--- config.mk ---
export PLATFORM = sky130hd
export DESIGN_NAME = imem_loader
export DESIGN_NICKNAME = d
export VERILOG_FILES = /design/src/rtl/r200_pkg.sv /design/src/rtl/imem_loader.sv
export SDC_FILE = /design/constraint.sdc
export NUM_CORES = 1
export LEC_CHECK = 0
export BUFFER_PORTS_ARGS = -buffer_cell sky130_fd_sc_hd__clkbuf_2
export CORE_MARGIN = 2
export CORE_UTILIZATION = 40
export CTS_CLUSTER_DIAMETER = 200
export DETAILED_ROUTE_END_ITERATION = 12
export GPL_TIMING_DRIVEN = 0
export HOLD_SLACK_MARGIN = 0.12
export PLACE_DENSITY_LB_ADDON = 0.12
export SYNTH_ARGS = -nofsm -noshare
export SYNTH_HDL_FRONTEND = slang
export SYNTH_SLANG_ARGS = --single-unit
--- constraint.sdc ---
create_clock -name clock -period 6 [get_ports clock]
set_input_delay 0.3 -clock clock [delete_from_list [all_inputs] [get_ports clock]]
set_output_delay 0.3 -clock clock [all_outputs]
set_load 0.02 [all_outputs]
--- src/rtl/r200_pkg.sv ---
// Shared definitions for the r200 boot path: loader state encoding and the
// default frame start marker.
package r200_pkg;

    typedef enum logic [2:0] {
        IDLE,
        LEN_LO,
        LEN_HI,
        DATA,
        CSUM,
        DONE,
        ERR
    } state_t;

    localparam logic [7:0] SYNC_BYTE_DEF = 8'hA5;

    // States in which a frame is partially received.
    function automatic logic is_frame_state(input state_t s);
        return (s == LEN_LO) || (s == LEN_HI) || (s == DATA) || (s == CSUM);
    endfunction

endpackage

--- src/rtl/imem_loader.sv ---
// Byte-stream boot loader: parses SYNC/LEN/payload/CSUM frames into the instruction ram
// and holds the CPU in reset until a verified image is present. Optional idle timeout: IMEM_LOADER_TIMEOUT_EN.
module imem_loader
    import r200_pkg::*;
#(
    parameter int         ADDR_W      = 10,
    parameter int         DEPTH       = 1024,
    parameter logic [7:0] SYNC_BYTE   = SYNC_BYTE_DEF,
    parameter int         TIMEOUT_CYC = 65535
) (
    input  logic              clock,
    input  logic              rst,
    input  logic              in_valid,
    input  logic [7:0]        in_data,
    output logic              in_ready,
    output logic              mem_we,
    output logic [ADDR_W-1:0] mem_addr,
    output logic [7:0]        mem_wdata,
    output logic              cpu_rst,
    output logic              done,
    output logic              err
);

    localparam logic [16:0] LEN_MAX = 17'(DEPTH);

    state_t              r_state;
    state_t              w_state_next;
    logic [15:0]         r_len;
    logic [15:0]         w_len_next;
    logic [15:0]         r_count;
    logic [15:0]         w_count_next;
    logic [7:0]          r_sum;
    logic [7:0]          w_sum_next;
    logic                r_in_ready;
    logic                r_mem_we;
    logic                w_mem_we_next;
    logic [ADDR_W-1:0]   r_mem_addr;
    logic [ADDR_W-1:0]   w_mem_addr_next;
    logic [7:0]          r_mem_wdata;
    logic [7:0]          w_mem_wdata_next;
    logic                r_cpu_rst;
    logic                w_cpu_rst_next;
    logic                r_done;
    logic                w_done_next;
    logic                r_err;
    logic                w_err_next;
    logic                w_accept;
    logic [16:0]         w_len_full;

    assign w_accept   = in_valid && r_in_ready;
    assign w_len_full = {1'b0, in_data, r_len[7:0]};

`ifdef IMEM_LOADER_TIMEOUT_EN
    // Idle-cycle watchdog; only counts while a frame is partially received.
    logic [15:0] r_idle;
    logic        w_in_frame;
    logic        w_timeout;

    assign w_in_frame = is_frame_state(r_state);
    assign w_timeout  = w_in_frame && !w_accept && (r_idle == 16'(TIMEOUT_CYC - 1));

    always_ff @(posedge clock or posedge rst) begin
        if (rst) begin
            r_idle <= '0;
        end else if (w_in_frame && !w_accept) begin
            r_idle <= r_idle + 16'd1;
        end else begin
            r_idle <= '0;
        end
    end
`else
    logic w_timeout;
    assign w_timeout = 1'b0;
`endif

    always_ff @(posedge clock or posedge rst) begin
        if (rst) begin
            r_state <= IDLE;
        end else begin
            r_state <= w_state_next;
        end
    end

    always_comb begin
        w_state_next     = r_state;
        w_len_next       = r_len;
        w_count_next     = r_count;
        w_sum_next       = r_sum;
        w_mem_we_next    = 1'b0;
        w_mem_addr_next  = r_mem_addr;
        w_mem_wdata_next = r_mem_wdata;
        w_cpu_rst_next   = r_cpu_rst;
        w_done_next      = r_done;
        w_err_next       = r_err;

        case (r_state)
            IDLE, DONE, ERR: begin
                if (w_accept && (in_data == SYNC_BYTE)) begin
                    w_state_next   = LEN_LO;
                    w_count_next   = '0;
                    w_sum_next     = '0;
                    w_cpu_rst_next = 1'b1;
                    w_done_next    = 1'b0;
                    w_err_next     = 1'b0;
                end
            end
            LEN_LO: begin
                if (w_accept) begin
                    w_len_next[7:0] = in_data;
                    w_state_next    = LEN_HI;
                end
            end
            LEN_HI: begin
                if (w_accept) begin
                    w_len_next = w_len_full[15:0];
                    if (w_len_full > LEN_MAX) begin
                        w_state_next = ERR;
                        w_err_next   = 1'b1;
                        w_done_next  = 1'b0;
                    end else if (w_len_full == 17'd0) begin
                        w_state_next = CSUM;
                    end else begin
                        w_state_next = DATA;
                    end
                end
            end
            DATA: begin
                if (w_accept) begin
                    w_mem_we_next    = 1'b1;
                    w_mem_addr_next  = r_count[ADDR_W-1:0];
                    w_mem_wdata_next = in_data;
                    w_count_next     = r_count + 16'd1;
                    w_sum_next       = r_sum + in_data;
                    if (r_count == (r_len - 16'd1)) begin
                        w_state_next = CSUM;
                    end
                end
            end
            CSUM: begin
                if (w_accept) begin
                    if (in_data == r_sum) begin
                        w_state_next   = DONE;
                        w_done_next    = 1'b1;
                        w_err_next     = 1'b0;
                        w_cpu_rst_next = 1'b0;
                    end else begin
                        w_state_next = ERR;
                        w_err_next   = 1'b1;
                        w_done_next  = 1'b0;
                    end
                end
            end
            default: begin
                w_state_next = IDLE;
            end
        endcase

        // A stalled frame is abandoned; the CPU stays held.
        if (w_timeout) begin
            w_state_next   = ERR;
            w_err_next     = 1'b1;
            w_done_next    = 1'b0;
            w_cpu_rst_next = 1'b1;
        end
    end

    always_ff @(posedge clock or posedge rst) begin
        if (rst) begin
            r_len       <= '0;
            r_count     <= '0;
            r_sum       <= '0;
            r_in_ready  <= 1'b0;
            r_mem_we    <= 1'b0;
            r_mem_addr  <= '0;
            r_mem_wdata <= '0;
            r_cpu_rst   <= 1'b1;
            r_done      <= 1'b0;
            r_err       <= 1'b0;
        end else begin
            r_len       <= w_len_next;
            r_count     <= w_count_next;
            r_sum       <= w_sum_next;
            r_in_ready  <= 1'b1;
            r_mem_we    <= w_mem_we_next;
            r_mem_addr  <= w_mem_addr_next;
            r_mem_wdata <= w_mem_wdata_next;
            r_cpu_rst   <= w_cpu_rst_next;
            r_done      <= w_done_next;
            r_err       <= w_err_next;
        end
    end

    assign in_ready  = r_in_ready;
    assign mem_we    = r_mem_we;
    assign mem_addr  = r_mem_addr;
    assign mem_wdata = r_mem_wdata;
    assign cpu_rst   = r_cpu_rst;
    assign done      = r_done;
    assign err       = r_err;

endmodule

==> results.json, run 1 <==
{
  "outcome": "finished clean",
  "antennaDiodeCount": 0,
  "fmax_mhz": 316,
  "place_ws_ns": 2.86,
  "drive_gt1_share_pct": 17.5,
  "setup_violations": 0,
  "via_per_inst": 5.35,
  "ctsHoldBuffers": 0,
  "boundaryPins": 34,
  "drcViolationCount": 0,
  "dr.pass1.iters": 5,
  "cts-root-buf": "clkbuf_8",
  "synth_edf_count": 0,
  "wirelength_um": 9690,
  "p_leak_nw": 1.99,
  "path_class": "reg -> reg",
  "grt_remaining_overflow": 0,
  "postSynth.asyncResetShare_pct": 100,
  "maxCapViolCount": 0,
  "finalCritPeriodShare_pct": 52.8,
  "dieArea_um2": 10600,
  "via_count": 3252,
  "die_y_um": 103,
  "cp_max_fo": 8,
  "clock_sinks": 66,
  "fillers": 981,
  "htreeDepth": 3,
  "cts_tree": "done",
  "cts_setup_buffers": 0,
  "syn_nets": 448,
  "grt_max_degree": 67,
  "insertion_delay_ns": 0.36,
  "cts_buffers": 9,
  "relSlewSlack_pct": 43.6,
  "ff_latch_area_um2": 1650,
  "cts_resized": 0,
  "grt_use_total_pct": 19.5,
  "first_global_vias": 3071,
  "maxSlewViolCount": 0,
  "core_area_um2": 9640,
  "final_nets": 492,
  "grt_pass1_wl_um": 15700,
  "ys_warn_count": 0,
  "cp.arrival_ns": 3.41,
  "hold_viol": 0,
  "drtAntennaViolNets": 0,
  "worst_pin_slew_ns": 0.846,
  "clk_pin_slew_ns": 0.07,
  "worstSetupEndpointType": "flop",
  "area_delta_synth_final_pct": 14.3,
  "finalWorstSetupSlack_ns": 2.83,
  "cp_data_required_time_ns": 6.24,
  "drtIter0Drc": 146,
  "synth_area_um2": 3910,
  "synthFlopType": "dfrtp_1",
  "ys_ff_latch": 66,
  "multi_input_area_um2": 2140,
  "start_util_pct": 40.6,
  "portBuffers": 32,
  "yosysSeqAreaShare_pct": 42.3,
  "ir_drop_mv": 0.231,
  "skew_ns": 0.00765,
  "startpoint_type": "flop",
  "gp_congestion": 0.842,
  "syn_avg_cell_area_um2": 9.18,
  "dieWidth_um": 103,
  "syn_inst": 426,
  "clockBufferDepth": 2,
  "post-dp-hpwl_um": 6810,
  "tns_ns": 0,
  "drt-wirelength-per-cell_um": 15.9,
  "ys_types": 69,
  "rsz0062_at_grt": "no",
  "power.density_nw_per_um2": 438,
  "num_rows": 36,
  "antenna_found_initial": 0,
  "hold_path.class": "in -> async",
  "layout_min_cycle_time_ns": 3.17
}
## metrics by stage
step / cells / cell area [um2] / power, mW / util [%] / hold slack, ns
floorplan: 426 / 3910 / 1.34 / - / 0.405
global placement: 591 / 4240 / 1.52 / 44.0 / 0.458
detailed placement: 592 / 4250 / 1.54 / 44.1 / 0.463
CTS: 608 / 4470 / 1.97 / 46.4 / 0.137
global route: 608 / 4470 / 2.11 / 46.4 / 0.194
finish: 608 / 4470 / 1.96 / 46.4 / 0.0931
## synthesized netlist by cell type, drive strengths merged, types with 4 or more instances
library cell | number | area share [%]
buf | 4 | 0.64
dfrtp | 65 | 42
or3 | 7 | 1.2
xor2 | 19 | 4.3
nor2 | 29 | 2.8
nand4 | 7 | 1.1
nor4 | 6 | 1.1
xnor2 | 19 | 4.3
clkbuf | 18 | 1.7
nand3 | 13 | 1.7
or4 | 6 | 1.2
inv | 7 | 0.67
mux2i | 5 | 1.3
mux2 | 18 | 5.2
nor4b | 5 | 1.3
nor2b | 4 | 0.64
nand2 | 83 | 8.0
a21oi | 16 | 2.0
nor3 | 9 | 1.3
o22ai | 6 | 0.96
o21ai | 20 | 2.6
ha | 10 | 3.2
## layout by cell type (no fill, tap or decap), drive strengths merged, types with 2 or more instances in the layout
| cell | instances |
|---|---|
| a21o | 2 |
| a21oi | 16 |
| a31oi | 3 |
| and2 | 3 |
| and3 | 2 |
| and3b | 2 |
| buf | 5 |
| clkbuf | 65 |
| dfrtp | 65 |
| ha | 10 |
| inv | 7 |
| mux2 | 18 |
| mux2i | 5 |
| nand2 | 83 |
| nand2b | 2 |
| nand3 | 13 |
| nand4 | 7 |
| nor2 | 29 |
| nor2b | 4 |
| nor3 | 9 |
| nor3b | 2 |
| nor4 | 6 |
| nor4b | 5 |
| o21a | 3 |
| o21ai | 20 |
| o21bai | 2 |
| o22ai | 6 |
| o31a | 2 |
| or3 | 7 |
| or4 | 6 |
| or4b | 2 |
| xnor2 | 19 |
| xor2 | 19 |
## registers in the layout, summed over array words and instances, names as in the netlist
name / flops
r_count: 16
r_len: 16
mem_addr: 10
mem_wdata: 8
r_sum: 8
r_state: 3
cpu_rst: 1
done: 1
err: 1
in_ready: 1
mem_we: 1
## final timing paths
kind                                     startpoint                       end  slack, ns  depth (start not counted)
max                            r_len[0]$_DFFE_PP0P_    r_state[0]$_DFFE_PP0P_       2.83                         10
min in group clock                       in_data[0]  mem_wdata[0]$_DFFE_PP0P_       0.26                          3
max in group asynchronous                       rst     r_len[14]$_DFFE_PP0P_       5.33                          2
min                                             rst   mem_addr[6]$_DFFE_PP0P_       0.09                          2
min reg2reg                mem_wdata[7]$_DFFE_PP0P_  mem_wdata[7]$_DFFE_PP0P_       0.48                          2
max reg2reg                    r_len[0]$_DFFE_PP0P_    r_state[0]$_DFFE_PP0P_       2.83                         10
## per-layer routing
layer | GRT usage (%) | vias up | part of all wire [%]
li1 | - | 1589 | -
met1 | 28.7 | 1590 | 51
met2 | 28.9 | 57 | 44
met3 | 2.51 | 16 | 2.8
met4 | 8.30 | 0 | 2.1
met5 | 0 | - | 0
## area by class of cell
class | count | area share [%]
tap | 133 | 3.72
sequential | 66 | 37.0
clock buffer | 15 | 4.17
multi-input combinational | 330 | 47.9
timing repair buffer | 33 | 3.75
buffer | 22 | 2.07
clock inverter | 1 | 0.672
inverter | 8 | 0.728
## critical path, stage by stage, from the launching register on
cell      delay, ns
dfrtp_1        0.43
inv_1          0.12
ha_1           0.15
clkbuf_1       0.31
or4b_1         0.53
or4_1          0.50
a21boi_1       0.14
o21ai_1        0.10
a221oi_2       0.31
nand3_1        0.15
o311a_1        0.33
## power breakdown
part / leakage [nW] / internal [mW] / switching, mW / total (mW)
Sequential: 0.856 / 0.579 / 0.127 / 0.706
Clock: 0.110 / 0.238 / 0.178 / 0.416
Combinational: 1.02 / 0.364 / 0.473 / 0.837
## logic make-up after synthesis
family / Yosys count / synth area share [%]
compound gates: 71 / 12.0
xor+xnor: 38 / 8.51
fa+ha+maj: 11 / 3.71
buf+inv: 30 / 3.14
flops: 66 / 42.3
mux: 23 / 6.46
other cells: 1 / 0.0959
simple gates: 186 / 23.8
Note: power is estimated with default switching activity, not from simulation.
==> run 2, diff against run 1 <==
- clock period: 6 -> 2.7 ns (I/O delays scaled with it)
==> results.json, run 2 (synthesis results as in run 1) <==
{
  "met3_usage_pct": 4.41,
  "internal-power_mw": 2.69,
  "drtIter0Drc": 123,
  "boundaryPins": 34,
  "maxCapViolCount": 0,
  "hold_viol": 0,
  "via_count": 3325,
  "portBuffers": 32,
  "placed_area_um2": 4260,
  "grt_pass1_wl_um": 16500,
  "grtUsageMet2_pct": 30.7,
  "grt_max_degree": 67,
  "worstSetupEndpointType": "flop",
  "rsz0062_at_grt": "yes",
  "critical_path.max_stage_delay_ns": 0.47,
  "drtAntennaViolNets": 0,
  "dr.pass1.iters": 4,
  "core_area_um2": 9640,
  "antenna_found_initial": 0,
  "first_global_vias": 3121,
  "worst_pin_slew_ns": 0.848,
  "gp_congestion": 0.929,
  "ir_drop_mv": 0.455,
  "cts_buffers": 9,
  "maxSlewViolCount": 0,
  "post-dp-hpwl_um": 6820,
  "drt-wirelength-per-cell_um": 16.3,
  "cts_tree": "done",
  "layout_common_cells": "83 x nand2_1, 65 x dfrtp_1, 32 x clkbuf_2",
  "clk_pin_slew_ns": 0.08,
  "num_rows": 36,
  "hold_path.class": "in -> reg",
  "die_y_um": 103,
  "path_class": "reg -> reg",
  "critPathSlowestCell": "or4b_4",
  "wirelength_um": 10100,
  "grt_remaining_overflow": 0,
  "use_met1_pct": 30.2,
  "clock_sinks": 66,
  "globalRoute.busiestLayer": "met2",
  "relSlewSlack_pct": 43.4,
  "clockBufferDepth": 2,
  "setup_violations": 2,
  "p_leak_nw": 2.10,
  "switching_share_pct": 40.6,
  "startpoint_type": "flop",
  "area_delta_synth_final_pct": 19.0,
  "via_per_inst": 5.36,
  "skew_ns": 0.00806,
  "fin_area_um2": 4650,
  "dieArea_um2": 10600,
  "cts-root-buf": "clkbuf_8",
  "p_switching_mw": 1.84,
  "layout_min_cycle_time_ns": 2.72,
  "power_frac_seq_pct": 34.7,
  "power.density_nw_per_um2": 973,
  "dieWidth_um": 103,
  "final_common_cell": "nand2_1",
  "violations": "negative setup slack",
  "cp.arrival_ns": 2.97,
  "antennaDiodeCount": 0,
  "place_ws_ns": -0.386,
  "finalWorstSetupSlack_ns": -0.0184,
  "fmax_mhz": 368,
  "crit_chain": "inv_2 > ha_4 > clkbuf_8 > or4b_4 > or4_1 > a21boi_1 > o21ai_1 > a221oi_2 > nand3_1 > o311a_1",
  "final_nets": 505,
  "drive_gt1_share_pct": 21.4,
  "final_util_pct": 48.3,
  "drcViolationCount": 0,
  "combPwrFrac_pct": 46.3,
  "outcome": "finished with violations",
  "insertion_delay_ns": 0.36,
  "cp_data_required_time_ns": 2.95,
  "p_total_mw": 4.53,
  "start_util_pct": 40.6,
  "htreeDepth": 3,
  "cp_max_fo": 4,
  "clkPwrFrac_pct": 19.1,
  "grt_use_total_pct": 20.7,
  "finalCritPeriodShare_pct": 101
}
==> run 2: cell count changes in the layout (fill, tap and decap cells not counted), sizes merged <==
cell and delta:
buf +9, clkbuf -4, clkinv +3, dlygate4sd3 +4
==> run 2: per-layer routing <==
metal	wire length, um	vias to the layer above
li1	-	1608
met1	5020	1650
met2	4600	58
met3	384	9
met4	117	0
met5	0	-
==> run 2: final timing paths <==
check / startpoint / to / slack, ns / cells after the start
max: r_len[0]$_DFFE_PP0P_ / r_state[0]$_DFFE_PP0P_ / -0.02 / 10
min reg2reg: mem_addr[1]$_DFFE_PP0P_ / mem_addr[1]$_DFFE_PP0P_ / 0.48 / 2
min in group asynchronous: rst / mem_addr[2]$_DFFE_PP0P_ / 0.48 / 3
min: in_data[4] / mem_wdata[4]$_DFFE_PP0P_ / 0.15 / 3
max reg2reg: r_len[0]$_DFFE_PP0P_ / r_state[0]$_DFFE_PP0P_ / -0.02 / 10
max in group asynchronous: rst / r_len[5]$_DFFE_PP0P_ / 1.65 / 3
==> run 2: stage by stage <==
stage,cells,setup TNS (ns),hold WS (ns)
2_1_floorplan,426,0,0.240
3_3_place_gp,591,-8.11,0.461
3_5_place_dp,592,-0.914,0.364
4_1_cts,620,-0.0000162,0.134
5_1_grt,620,-0.331,0.161
6_report,620,-0.0242,0.150
==> run 2: final cells by class <==
cell class / instances / area [um2]
Inverter: 8 / 32.5
Fill cell: 983 / 4990
Clock buffer: 11 / 141
Clock inverter: 4 / 52.6
Timing Repair Buffer: 46 / 273
Tap cell: 133 / 166
Multi-Input combinational cell: 330 / 2230
Sequential cell: 66 / 1650
Buffer: 22 / 105
==> run 2: power by group through the flow <==
stage	Sequential, mW	Clock [mW]	Combinational (mW)
after floorplan	1.62	0	1.37
after global placement	1.58	0	1.82
after detailed placement	1.59	0	1.85
after CTS	1.57	0.886	2.05
after global routing	1.62	0.925	2.32
final	1.57	0.863	2.09
==> run 2: repair_timing <==
action	CTS	global route
setup endpoints to repair	3	13
buffers inserted	9	0
hold buffers	4	0
hold endpoints to repair	69	0
gates resized for setup	11	8
pin swaps	6	5
==> run 2: critical path, delay by kind of cell (launching register included) <==
kind / cells / cell delay (ns)
AND/OR/NAND/NOR: 3 / 1.01
AO/OA/AOI/OAI: 4 / 0.88
flip-flops: 1 / 0.39
buffers and inverters: 2 / 0.20
adder cells (fa/ha/maj): 1 / 0.13
==> run 3, diff against run 2 <==
- CORE_UTILIZATION: 40 -> 46
- PLACE_DENSITY: unset -> 0.64
- PLACE_DENSITY_LB_ADDON: 0.12 -> unset
==> results.json, run 3 (synthesis results as in run 1) <==
{
  "cp.arrival_ns": 2.96,
  "cp_max_fo": 3,
  "drtIter0Drc": 235,
  "holdPathStages": 3,
  "hold_viol": 0,
  "finalWorstSetupSlack_ns": -0.0223,
  "relSlewSlack_pct": 46.1,
  "startpoint_type": "flop",
  "antenna_found_initial": 0,
  "final_nets": 505,
  "maxSlewViolCount": 0,
  "die_y_um": 96.2,
  "p_leak_nw": 2.10,
  "skew_ns": 0.00750,
  "worst_pin_slew_ns": 0.808,
  "crit_chain": "inv_2 > ha_4 > or4b_4 > or4_4 > a21boi_2 > o21ai_2 > a221oi_2 > nand3_1 > o311a_1",
  "post-dp-hpwl_um": 6620,
  "ff_latch_area_um2": 1660,
  "dr.pass1.iters": 4,
  "htreeDepth": 3,
  "grt_pass1_wl_um": 16100,
  "cp_data_required_time_ns": 2.94,
  "cts_tree": "done",
  "clock_sinks": 66,
  "multi_input_area_um2": 2250,
  "power.density_nw_per_um2": 962,
  "core_area_um2": 8220,
  "outcome": "finished with violations",
  "placed_area_um2": 4250,
  "combPwrFrac_pct": 47.2,
  "fmax_mhz": 367,
  "clk_pin_slew_ns": 0.08,
  "rsz0062_at_grt": "yes",
  "grt_use_total_pct": 22.8,
  "cts_buffers": 9,
  "setup_violations": 2,
  "power_frac_seq_pct": 35.6,
  "p_total_mw": 4.46,
  "ir_drop_mv": 0.494,
  "fin_area_um2": 4640,
  "antennaDiodeCount": 0,
  "place_ws_ns": -0.309,
  "portBuffers": 32,
  "switching_share_pct": 42.1,
  "internal-power_mw": 2.58,
  "first_global_vias": 3235,
  "gp_congestion": 0.888,
  "drcViolationCount": 0,
  "maxCapViolCount": 0,
  "worstSetupEndpointType": "flop",
  "dpl.cell_count": 565,
  "via_per_inst": 5.63,
  "violations": "negative setup slack",
  "clkPwrFrac_pct": 17.2,
  "grt_remaining_overflow": 0,
  "fillers": 756,
  "finalNonFillerCells": 593,
  "grt_max_degree": 39,
  "p_switching_mw": 1.88,
  "boundaryPins": 34,
  "worst-r2r-cell-count": 9,
  "layout_common_cells": "83 x nand2_1, 63 x dfrtp_1, 31 x clkbuf_2",
  "tns_ns": -0.0237,
  "clockBufferDepth": 2,
  "critPathSlowestCell": "or4_4",
  "path_class": "reg -> reg",
  "final_common_cell": "nand2_1",
  "dieArea_um2": 9250,
  "insertion_delay_ns": 0.35,
  "start_util_pct": 47.6,
  "num_rows": 33,
  "drt-wirelength-per-cell_um": 16.2,
  "drtAntennaViolNets": 0,
  "dieWidth_um": 96.2,
  "critical_path.max_stage_delay_ns": 0.49,
  "cts-root-buf": "clkbuf_8",
  "wirelength_um": 9600,
  "drive_gt1_share_pct": 23.2,
  "via_count": 3336,
  "finalCritPeriodShare_pct": 101,
  "layout_min_cycle_time_ns": 2.72,
  "hold_path.class": "in -> reg",
  "area_delta_synth_final_pct": 18.6
}
## run 3: cell count changes in the layout (fill, tap and decap cells not counted), moves of 2 or more
| cell | before | now |
|---|---|---|
| buf_2 | 2 | 0 |
| buf_4 | 10 | 13 |
| clkbuf_8 | 11 | 9 |
| clkinvlp_4 | 0 | 3 |
| dfrtp_1 | 65 | 63 |
| dfrtp_2 | 0 | 2 |
| inv_6 | 0 | 2 |
## run 3: power by group through the flow
stage | registers [mW] | clock network [mW] | logic (mW)
after floorplan | 1.62 | 0 | 1.37
after global placement | 1.58 | 0 | 1.81
after detailed placement | 1.58 | 0 | 1.85
after CTS | 1.58 | 0.781 | 2.00
after global routing | 1.64 | 0.824 | 2.33
final | 1.59 | 0.767 | 2.10
## run 3: layer usage
layer	global-route usage [%]	part of all wire (%)	vias up
li1	-	-	1611
met1	32.3	47	1608
met2	34.5	45	95
met3	3.60	5.2	22
met4	9.64	2.7	0
met5	0	0	-
## run 3: path summary, 6_finish.rpt
path                                             to  slack, ns                     start
max                          r_state[0]$_DFFE_PP0P_      -0.02      r_len[1]$_DFFE_PP0P_
min                        mem_wdata[2]$_DFFE_PP0P_       0.17                in_data[2]
max reg2reg                  r_state[0]$_DFFE_PP0P_      -0.02      r_len[1]$_DFFE_PP0P_
min reg2reg                mem_wdata[0]$_DFFE_PP0P_       0.48  mem_wdata[0]$_DFFE_PP0P_
max in group asynchronous       cpu_rst$_DFFE_PP1P_       1.53                       rst
min in group asynchronous   mem_addr[5]$_DFFE_PP0P_       0.47                       rst
## run 3: area by class of cell
type                       count  share of cell area (%)
multi-input combinational    330                    48.6
timing repair buffer          48                    6.58
sequential                    66                    35.7
clock inverter                 7                    1.16
buffer                        20                    1.86
clock buffer                   9                    2.67
tap                          105                    2.83
inverter                       8                   0.647
## run 3: what timing repair did
action,CTS,global route
pin swaps,8,10
hold buffers,4,0
setup buffers,9,2
gates resized for setup,8,18
endpoints found under the setup margin,3,15
hold endpoints to repair,40,0
## run 3: critical path, delay by kind of cell, from the launching register on
| kind | cells | cell delay [ns] |
|---|---|---|
| DFF | 1 | 0.40 |
| AOI/OAI and AO/OA | 4 | 0.86 |
| buffers and inverters | 1 | 0.09 |
| adders and majority gates | 1 | 0.14 |
| and+or+nand+nor | 3 | 1.11 |
## run 3: stage by stage
stage	util, %	hold slack [ns]
after floorplan	-	0.240
after global placement	51.3	0.457
after detailed placement	51.7	0.341
after CTS	55.5	0.141
after global routing	56.4	0.191
final	56.4	0.167
